`src/rtl/tensor_cpu_pkg.sv`:
```
// tensor_cpu_pkg: shared opcodes, FSM states, status bit indices and instruction field positions
// Used by tensor_cpu_alu and tensor_cpu_pipe; no ports.
package tensor_cpu_pkg;

    typedef enum logic [7:0] {
        OP_ADD     = 8'h00,
        OP_SUB     = 8'h01,
        OP_MUL     = 8'h02,
        OP_EQL     = 8'h03,
        OP_GRT     = 8'h04,
        OP_TC_OP   = 8'h05,
        OP_TC_LOAD = 8'h06,
        OP_CPU2TC  = 8'h07,
        OP_NOP     = 8'h08,
        OP_ADDI    = 8'h09,
        OP_SUBI    = 8'h0A,
        OP_MOV     = 8'h0B,
        OP_MOVTC   = 8'h0C,
        OP_RESET   = 8'h0D,
        OP_TC2CPU  = 8'h0E,
        OP_RDCPU   = 8'h0F,
        OP_RDTC    = 8'h10
    } opcode_e;

    typedef enum logic {
        ST_IDLE    = 1'b0,
        ST_TC_WAIT = 1'b1
    } state_e;

    localparam int STAT_SIGN    = 0;
    localparam int STAT_ZERO    = 1;
    localparam int STAT_CARRY   = 2;
    localparam int STAT_OVF     = 3;
    localparam int STAT_PARITY  = 4;
    localparam int STAT_TIMEOUT = 5;
    localparam int STAT_W       = 6;

    localparam int F_OP_LSB   = 0;
    localparam int F_SRC2_LSB = 8;
    localparam int F_SRC1_LSB = 16;
    localparam int F_DST_LSB  = 24;
    localparam int F_W        = 8;

    function automatic logic is_alu_op(input opcode_e op);
        return op inside {OP_ADD, OP_SUB, OP_MUL, OP_EQL, OP_GRT, OP_ADDI, OP_SUBI, OP_MOV};
    endfunction

    // Instructions that touch the tensor side and must wait for the engine.
    function automatic logic is_tc_op(input opcode_e op);
        return op inside {OP_TC_OP, OP_TC_LOAD, OP_CPU2TC, OP_MOVTC, OP_RESET, OP_TC2CPU, OP_RDTC};
    endfunction

    function automatic logic has_result(input opcode_e op);
        return is_alu_op(op) || op inside {OP_TC2CPU, OP_RDCPU, OP_RDTC};
    endfunction

endpackage

```
`src/rtl/tensor_cpu_pipe_if.sv`:
```
// tensor_cpu_pipe_if: instruction handshake, result/status and tensor engine/register-file bus
// Ports: instruction valid/ready/word, cpu_output(+valid), status_out, tc_start/done,
// tc write strobe/address/data, tc read address/data. slave = CPU side, master = environment.
interface tensor_cpu_pipe_if #(
    parameter int DATA_WIDTH = 8,
    parameter int TC_DIM     = 4
);
    localparam int TC_AW = $clog2(2 * TC_DIM * TC_DIM);

    logic                  instr_valid_in;
    logic [31:0]           instr_in;
    logic                  instr_ready_out;
    logic [DATA_WIDTH-1:0] cpu_output;
    logic                  cpu_output_valid_out;
    logic [5:0]            status_out;
    logic                  tc_start_out;
    logic                  tc_done_in;
    logic                  tc_write_enable_out;
    logic [TC_AW-1:0]      tc_write_address_out;
    logic [DATA_WIDTH-1:0] tc_write_data_out;
    logic [TC_AW-1:0]      tc_read_address_out;
    logic [DATA_WIDTH-1:0] tc_read_data_in;

    modport master (
        output instr_valid_in, instr_in, tc_done_in, tc_read_data_in,
        input  instr_ready_out, cpu_output, cpu_output_valid_out, status_out, tc_start_out,
               tc_write_enable_out, tc_write_address_out, tc_write_data_out, tc_read_address_out
    );

    modport slave (
        input  instr_valid_in, instr_in, tc_done_in, tc_read_data_in,
        output instr_ready_out, cpu_output, cpu_output_valid_out, status_out, tc_start_out,
               tc_write_enable_out, tc_write_address_out, tc_write_data_out, tc_read_address_out
    );

endinterface

```
`src/rtl/tensor_cpu_alu.sv`:
```
// tensor_cpu_alu: combinational ALU (opcode, a, b -> result, flags[4:0] = parity/ovf/carry/zero/sign)
// Ports: op, a, b in; result, flags out. SATURATING_ALU_EN clamps ADD/SUB/ADDI/SUBI/MUL on overflow.
import tensor_cpu_pkg::*;

module tensor_cpu_alu #(
    parameter int DATA_WIDTH = 8
) (
    input  opcode_e                      op,
    input  logic signed [DATA_WIDTH-1:0] a,
    input  logic signed [DATA_WIDTH-1:0] b,
    output logic [DATA_WIDTH-1:0]        result,
    output logic [STAT_TIMEOUT-1:0]      flags
);
    localparam int W = DATA_WIDTH;
    localparam logic [W-1:0] SMAX = {1'b0, {(W-1){1'b1}}};
    localparam logic [W-1:0] SMIN = {1'b1, {(W-1){1'b0}}};
`ifdef SATURATING_ALU_EN
    localparam logic SAT = 1'b1;
`else
    localparam logic SAT = 1'b0;
`endif

    logic [W:0]            sum_u;
    logic [W:0]            dif_u;
    logic signed [2*W-1:0] prod;
    logic [W-1:0]          raw;
    logic                  ov;
    logic                  cy;
    logic                  neg;

    always_comb begin
        sum_u = {1'b0, a} + {1'b0, b};
        dif_u = {1'b0, a} - {1'b0, b};
        prod  = $signed({{W{a[W-1]}}, a}) * $signed({{W{b[W-1]}}, b});
        raw   = '0;
        ov    = 1'b0;
        cy    = 1'b0;
        // direction of clamp: sign of the true (unwrapped) result
        neg   = (op == OP_MUL) ? prod[2*W-1] : a[W-1];
        case (op)
            OP_ADD, OP_ADDI: begin
                raw = sum_u[W-1:0];
                cy  = sum_u[W];
                ov  = (a[W-1] == b[W-1]) && (raw[W-1] != a[W-1]);
            end
            OP_SUB, OP_SUBI: begin
                raw = dif_u[W-1:0];
                cy  = dif_u[W];
                ov  = (a[W-1] != b[W-1]) && (raw[W-1] != a[W-1]);
            end
            OP_MUL: begin
                raw = prod[W-1:0];
                cy  = |prod[2*W-1:W];
                // fits in W bits only when the top W+1 bits are all equal
                ov  = |prod[2*W-1:W-1] && !(&prod[2*W-1:W-1]);
            end
            OP_EQL:  raw = {{(W-1){1'b0}}, a == b};
            OP_GRT:  raw = {{(W-1){1'b0}}, a > b};
            OP_MOV:  raw = a;
            default: raw = '0;
        endcase
        result              = (SAT && ov) ? (neg ? SMIN : SMAX) : raw;
        flags               = '0;
        flags[STAT_SIGN]    = result[W-1];
        flags[STAT_ZERO]    = result == '0;
        flags[STAT_CARRY]   = cy;
        flags[STAT_OVF]     = ov;
        flags[STAT_PARITY]  = ^result;
    end

endmodule

```
`src/rtl/tensor_cpu_pipe.sv`:
```
// tensor_cpu_pipe: scalar/tensor CPU with valid/ready issue, registered result and tensor scoreboard
// Ports: clock_in, reset_n_in (async active-low), bus (tensor_cpu_pipe_if.slave).
// Optional macro SATURATING_ALU_EN (inside tensor_cpu_alu) selects clamping arithmetic.
import tensor_cpu_pkg::*;

module tensor_cpu_pipe #(
    parameter int DATA_WIDTH = 8,
    parameter int NUM_REGS   = 8,
    parameter int TC_DIM     = 4,
    parameter int TC_TIMEOUT = 64
) (
    input  logic           clock_in,
    input  logic           reset_n_in,
    tensor_cpu_pipe_if.slave bus
);
    localparam int AW  = $clog2(NUM_REGS);
    localparam int TAW = $clog2(2 * TC_DIM * TC_DIM);
    localparam int CW  = $clog2(TC_TIMEOUT + 1);

    typedef logic [DATA_WIDTH-1:0] word_t;

    word_t             regs_q [NUM_REGS];
    word_t             regs_d [NUM_REGS];
    logic [STAT_W-1:0] status_q, status_d;
    word_t             out_q, out_d;
    logic              out_valid_q, out_valid_d;
    logic              start_q, start_d;
    state_e            state_q, state_d;
    logic [CW-1:0]     cnt_q, cnt_d;

    opcode_e                  op;
    logic [AW-1:0]            dst, src1, src2;
    word_t                    ra, rb, imm, alu_b, alu_res;
    logic [STAT_TIMEOUT-1:0]  alu_flags;
    logic                     accept;
    logic                     unused_instr;

    assign op           = opcode_e'(bus.instr_in[F_OP_LSB +: F_W]);
    assign dst          = bus.instr_in[F_DST_LSB +: AW];
    assign src1         = bus.instr_in[F_SRC1_LSB +: AW];
    assign src2         = bus.instr_in[F_SRC2_LSB +: AW];
    assign imm          = bus.instr_in[F_SRC2_LSB +: DATA_WIDTH];
    assign ra           = regs_q[src1];
    assign rb           = regs_q[src2];
    assign alu_b        = (op == OP_ADDI || op == OP_SUBI) ? imm : rb;
    assign unused_instr = ^bus.instr_in;

    // Ready depends only on registered state, so a done pulse frees stalled ops one cycle later.
    assign bus.instr_ready_out      = reset_n_in && (state_q == ST_IDLE || !is_tc_op(op));
    assign accept                   = bus.instr_valid_in && bus.instr_ready_out;
    assign bus.tc_read_address_out  = bus.instr_in[F_SRC1_LSB +: TAW];
    assign bus.tc_write_enable_out  = accept && op inside {OP_TC_LOAD, OP_CPU2TC, OP_MOVTC};
    assign bus.tc_write_address_out = bus.instr_in[F_DST_LSB +: TAW];
    assign bus.tc_write_data_out    = (op == OP_TC_LOAD) ? imm : (op == OP_CPU2TC) ? ra : bus.tc_read_data_in;
    assign bus.cpu_output           = out_q;
    assign bus.cpu_output_valid_out = out_valid_q;
    assign bus.status_out           = status_q;
    assign bus.tc_start_out         = start_q;

    tensor_cpu_alu #(.DATA_WIDTH(DATA_WIDTH)) u_alu (
        .op     (op),
        .a      (ra),
        .b      (alu_b),
        .result (alu_res),
        .flags  (alu_flags)
    );

    always_comb begin
        regs_d      = regs_q;
        status_d    = status_q;
        out_d       = out_q;
        out_valid_d = 1'b0;
        if (accept) begin
            if (is_alu_op(op)) begin
                regs_d[dst]                = alu_res;
                status_d[STAT_TIMEOUT-1:0] = alu_flags;
            end
            if (op == OP_TC2CPU)
                regs_d[dst] = bus.tc_read_data_in;
            if (op == OP_RESET) begin
                regs_d   = '{default: '0};
                status_d = '0;
            end
            if (has_result(op)) begin
                out_valid_d = 1'b1;
                out_d       = (op == OP_TC2CPU || op == OP_RDTC) ? bus.tc_read_data_in :
                              (op == OP_RDCPU) ? ra : alu_res;
            end
        end
        state_d = state_q;
        cnt_d   = cnt_q;
        start_d = 1'b0;
        if (state_q == ST_IDLE) begin
            if (accept && op == OP_TC_OP) begin
                start_d = 1'b1;
                state_d = ST_TC_WAIT;
                cnt_d   = '0;
            end
        end else if (bus.tc_done_in) begin
            state_d = ST_IDLE;
        end else if (cnt_q == CW'(TC_TIMEOUT - 1)) begin
            state_d                = ST_IDLE;
            status_d[STAT_TIMEOUT] = 1'b1;
        end else begin
            cnt_d = cnt_q + 1'b1;
        end
    end

    always_ff @(posedge clock_in or negedge reset_n_in) begin
        if (!reset_n_in) begin
            for (int i = 0; i < NUM_REGS; i++) regs_q[i] <= '0;
            status_q    <= '0;
            out_q       <= '0;
            out_valid_q <= 1'b0;
            start_q     <= 1'b0;
            state_q     <= ST_IDLE;
            cnt_q       <= '0;
        end else begin
            regs_q      <= regs_d;
            status_q    <= status_d;
            out_q       <= out_d;
            out_valid_q <= out_valid_d;
            start_q     <= start_d;
            state_q     <= state_d;
            cnt_q       <= cnt_d;
        end
    end

endmodule

```
`src/flat_wrapper.sv`:
```
// flat-port wrapper written by rule: the top's interface ports become plain ports
module tensor_cpu_pipe_flat 
#(
    parameter int DATA_WIDTH = 8,
    parameter int NUM_REGS   = 8,
    parameter int TC_DIM     = 4,
    parameter int TC_TIMEOUT = 64
)
  (clock_in, reset_n_in, bus_instr_valid_in, bus_instr_in, bus_tc_done_in, bus_tc_read_data_in, bus_instr_ready_out, bus_cpu_output, bus_cpu_output_valid_out, bus_status_out, bus_tc_start_out, bus_tc_write_enable_out, bus_tc_write_address_out, bus_tc_write_data_out, bus_tc_read_address_out);
  tensor_cpu_pipe_if #(.DATA_WIDTH(DATA_WIDTH), .TC_DIM(TC_DIM)) bus_i ();
  input  logic clock_in;
  input  logic reset_n_in;
  input wire logic [$bits(bus_i.instr_valid_in)-1:0] bus_instr_valid_in;
  input wire logic [$bits(bus_i.instr_in)-1:0] bus_instr_in;
  input wire logic [$bits(bus_i.tc_done_in)-1:0] bus_tc_done_in;
  input wire logic [$bits(bus_i.tc_read_data_in)-1:0] bus_tc_read_data_in;
  output wire logic [$bits(bus_i.instr_ready_out)-1:0] bus_instr_ready_out;
  output wire logic [$bits(bus_i.cpu_output)-1:0] bus_cpu_output;
  output wire logic [$bits(bus_i.cpu_output_valid_out)-1:0] bus_cpu_output_valid_out;
  output wire logic [$bits(bus_i.status_out)-1:0] bus_status_out;
  output wire logic [$bits(bus_i.tc_start_out)-1:0] bus_tc_start_out;
  output wire logic [$bits(bus_i.tc_write_enable_out)-1:0] bus_tc_write_enable_out;
  output wire logic [$bits(bus_i.tc_write_address_out)-1:0] bus_tc_write_address_out;
  output wire logic [$bits(bus_i.tc_write_data_out)-1:0] bus_tc_write_data_out;
  output wire logic [$bits(bus_i.tc_read_address_out)-1:0] bus_tc_read_address_out;
  assign bus_i.instr_valid_in = bus_instr_valid_in;
  assign bus_i.instr_in = bus_instr_in;
  assign bus_i.tc_done_in = bus_tc_done_in;
  assign bus_i.tc_read_data_in = bus_tc_read_data_in;
  assign bus_instr_ready_out = bus_i.instr_ready_out;
  assign bus_cpu_output = bus_i.cpu_output;
  assign bus_cpu_output_valid_out = bus_i.cpu_output_valid_out;
  assign bus_status_out = bus_i.status_out;
  assign bus_tc_start_out = bus_i.tc_start_out;
  assign bus_tc_write_enable_out = bus_i.tc_write_enable_out;
  assign bus_tc_write_address_out = bus_i.tc_write_address_out;
  assign bus_tc_write_data_out = bus_i.tc_write_data_out;
  assign bus_tc_read_address_out = bus_i.tc_read_address_out;
  tensor_cpu_pipe #(.DATA_WIDTH(DATA_WIDTH), .NUM_REGS(NUM_REGS), .TC_DIM(TC_DIM), .TC_TIMEOUT(TC_TIMEOUT)) u_core (.clock_in(clock_in), .reset_n_in(reset_n_in), .bus(bus_i));
endmodule
```
`config.mk`:
```
export PLATFORM = sky130hd
export DESIGN_NAME = tensor_cpu_pipe_flat
export DESIGN_NICKNAME = d
export VERILOG_FILES = /design/src/rtl/tensor_cpu_pkg.sv /design/src/rtl/tensor_cpu_pipe_if.sv /design/src/rtl/tensor_cpu_alu.sv /design/src/rtl/tensor_cpu_pipe.sv /design/src/flat_wrapper.sv
export SDC_FILE = /design/constraint.sdc
export NUM_CORES = 1
export LEC_CHECK = 0
export ABC_AREA = 0
export ABC_CLOCK_PERIOD_IN_PS = 7700
export CORE_UTILIZATION = 25
export CTS_CLUSTER_SIZE = 24
export DETAILED_ROUTE_END_ITERATION = 10
export PLACE_DENSITY_LB_ADDON = 0.05
export SETUP_SLACK_MARGIN = 0.1
export SKIP_CTS_REPAIR_TIMING = 1
export SLEW_MARGIN = 20
export SYNTH_ARGS = -nofsm -noshare
export SYNTH_HDL_FRONTEND = slang
export SYNTH_SLANG_ARGS = --single-unit
```
`constraint.sdc`:
```
create_clock -name clock_in -period 7.7 [get_ports clock_in]
set_clock_uncertainty 0.2 [all_clocks]
set_input_delay 1.925 -clock clock_in [delete_from_list [all_inputs] [get_ports clock_in]]
set_output_delay 1.925 -clock clock_in [all_outputs]
set_load 0.02 [all_outputs]
```
==> metrics.cfg <==
[run_status]
outcome = finished with violations
violations = setup timing

[worst_setup_path]
path_max_fanout = 5
cp_top_family = adder cells
cpPeakStageDelay_ns = 0.57
cp_common_cell = fa_1
worstPathRequired_ns = 7.76
critPathKind = in2reg
critPathArrivalTime_ns = 8.08
critPathLaunchType = input pin
path_cells = buf_6, or4_4, nor2_4, buf_6, nand3_4, a21oi_4, buf_6, nand2_4, fa_1, fa_1, fa_1, fa_1, inv_2, ha_4, nand3_4, o2111ai_4, a2111oi_4, buf_4, o31ai_4, or4_4, a2111oi_4, o211ai_1, a22o_1
r2r-start = u_core.regs_q[37]
cp_slowest_cell = fa_1
startpoint = bus_instr_in[7]
crit_buf_inv = 5
end_kind = flip-flop

[sta]
max_slew_margin = 0.191
tightest_slew_ns = 1.21
setup_viol = 2
fin_ws_ns = -0.323
setup_tns_ns = -0.621
hold_violations = 0
fin_crit_ns = 8.02
max_freq_mhz = 125
slew_viol_final = 0
fin_crit_sh = 1.04
rsz0062_at_grt = true

[die]
die_area_um2 = 39500
dieWidth_um = 199
core_area_um2 = 37800
row_count = 71
die_h_um = 199
pin_count = 80
start_util = 0.256

[place]
place_area_um2 = 12300
place_congestion = 0.826
place_hpwl_mm = 29.4
io_buffer_count = 65

[pwr]
p_leak_nw = 5.26
power.density_nw_per_um2 = 153
totalPowerFinal_mw = 2.00
peakVddDrop_mv = 0.119

[worst_hold_path]
hp-class = reg2reg
holdCritStartpoint = u_core.bus.cpu_output[1]

[global_routing]
grt_start_max_net_pins = 70
grt.total_usage = 0.203
use_met1 = 0.309
gr-total-overflow = 0
grt.busiest_layer = met1
grt_util_met3 = 0.0307
grt_pass1_wl_mm = 58.4
antenna_found_initial = 1
grt_pass1_vias = 9145
grtUsageMet2 = 0.300

[yosys]
async_flop_share = 1.00
syn_inst = 1154
yosys_warnings = 0
seq_area_frac_synth = 0.228
synth_compound_area_frac = 0.214
avgSynthCellArea_um2 = 8.38
synth-edff-count = 0
synth-seq-cells = 88
ys_types = 71
synthAdderAreaFrac = 0.184
synth_mux_area_frac = 0.108
synth_top_family_by_area = compound AO/OA/AOI/OAI gates
synth_nets = 1306
yosys.area_share.simple = 0.167
ys.flop_type = dfrtp_1
netlist_area_um2 = 9670
synth_xor_area_frac = 0.0208

[clock_tree]
insertion_delay_ns = 0.38
clk_path_buf_depth = 2
h-tree-depth = 3
numCtsBuffers = 9
clock-sinks = 88
clk_pin_slew_worst_paths_ns = 0.06
cts_root_buffer = clkbuf_16
tritoncts = built

[route]
ant_nets = 0
wirelength_mm = 39.7
vias = 9359
wl_per_cell_um = 21.3
route.detailed.drc = 0
via_per_inst = 5.02
drt-pass1-iter-count = 5
drtIter0Drc = 743

[final_layout]
post-route-util = 0.344
area_delta_synth_final_pct = 34.7
nFillCells = 4012
drive_gt1_frac = 0.246
fin_area_um2 = 13000
fin_nets = 1500
diodes = 0

[job]
drv_cap = 0

## cell usage after synthesis, types with 8 or more instances
cell type	number	area share
o31ai_1	14	0.011
a22oi_1	18	0.014
xnor2_1	13	0.012
a32oi_1	8	0.0072
xor2_1	10	0.0091
a31oi_1	11	0.0071
nor4_1	9	0.0058
nor3_1	14	0.0072
ha_1	51	0.066
inv_1	108	0.042
nand3_1	22	0.011
buf_4	10	0.0078
mux2i_1	28	0.029
nand4_1	9	0.0058
a21oi_1	70	0.036
o21a_1	9	0.0070
a211oi_1	43	0.033
clkbuf_1	61	0.024
nor2b_1	9	0.0058
o21ai_0	94	0.049
nor2_1	131	0.051
fa_1	57	0.12
dfrtp_1	88	0.23
mux4_2	32	0.075
nand2_1	126	0.049
## tightest hold or removal path: stages (launching register included)
cell,delay (ns)
dfrtp_1,0.34
nand2_1,0.04
o21ai_0,0.06
## power breakdown
part           internal, mW  total [mW]  switching [mW]  leakage [nW]
sequential            0.514       0.564          0.0502          1.21
combinational         0.460       0.990           0.529          3.91
clock                 0.234       0.445           0.211         0.134
## layout by cell type (no fill, tap or decap), drive strengths merged, types with 6 or more instances in the layout
master	Yosys	final
a211oi	43	43
a21oi	70	70
a22oi	18	18
a31oi	11	11
a32oi	8	8
buf	19	200
clkbuf	62	16
clkdlybuf4s50	0	52
dfrtp	88	88
dlymetal6s2s	0	8
fa	57	57
ha	51	51
inv	109	110
mux2i	28	28
mux4	32	32
nand2	126	126
nand3	22	22
nand4	9	9
nor2	134	134
nor2b	9	9
nor3	14	14
nor4	9	9
o2111ai	7	7
o211ai	6	6
o21a	9	9
o21ai	95	95
o31ai	14	14
or4	6	6
xnor2	13	13
xor2	10	10
## cell type report
cell class                 instances  area, um^2  area share
tap                              511         639      0.0491
clock inverter                     3        17.5     0.00134
clock buffer                      12         256      0.0197
multi-input combinational        874        7120       0.547
inverter                         111         424      0.0326
sequential                        88        2200       0.169
timing repair buffer             264        2370       0.182
## per-layer routing
metal | wire length [um] | vias up
li1 | - | 4482
met1 | 20700 | 4628
met2 | 16800 | 231
met3 | 1820 | 18
met4 | 441 | 0
met5 | 0 | -
## worst paths after layout
check / endpoint / slack, ns / cells after the start
max: u_core.bus.status_out[2] / -0.32 / 23
min: u_core.bus.cpu_output[1] / 0.28 / 2
max reg2reg: u_core.bus.status_out[2] / 1.22 / 21
min reg2reg: u_core.bus.cpu_output[1] / 0.28 / 2
max in group asynchronous: u_core.bus.cpu_output[1] / 4.56 / 3
min in group asynchronous: u_core.bus.status_out[1] / 1.52 / 2
## stage by stage
stage	std cells	setup WS (ns)	hold slack, ns
after floorplan	1154	0.102	0.275
after CTS	1836	-0.616	0.290
after detailed placement	1821	-1.01	0.276
final	1863	-0.323	0.278
after global placement	1821	-1.04	0.266
after global routing	1863	-0.543	0.320
## flip-flops by register name, indices dropped and copies added, names as in the netlist
register	count
u_core.cnt_q	7
u_core.regs_q	64
u_core.bus.status_out	6
u_core.state_q	1
u_core.bus.cpu_output	8
u_core.bus.tc_start_out	1
u_core.bus.cpu_output_valid_out	1
## kinds of logic after synthesis
kind of cell / after synthesis
AO/OA/AOI/OAI: 320
buffers and inverters: 192
flip-flops: 88
XOR/XNOR: 23
AND/OR/NAND/NOR: 359
multiplexers: 64
adder cells (fa/ha/maj): 108
(Power assumes the default switching activity.)
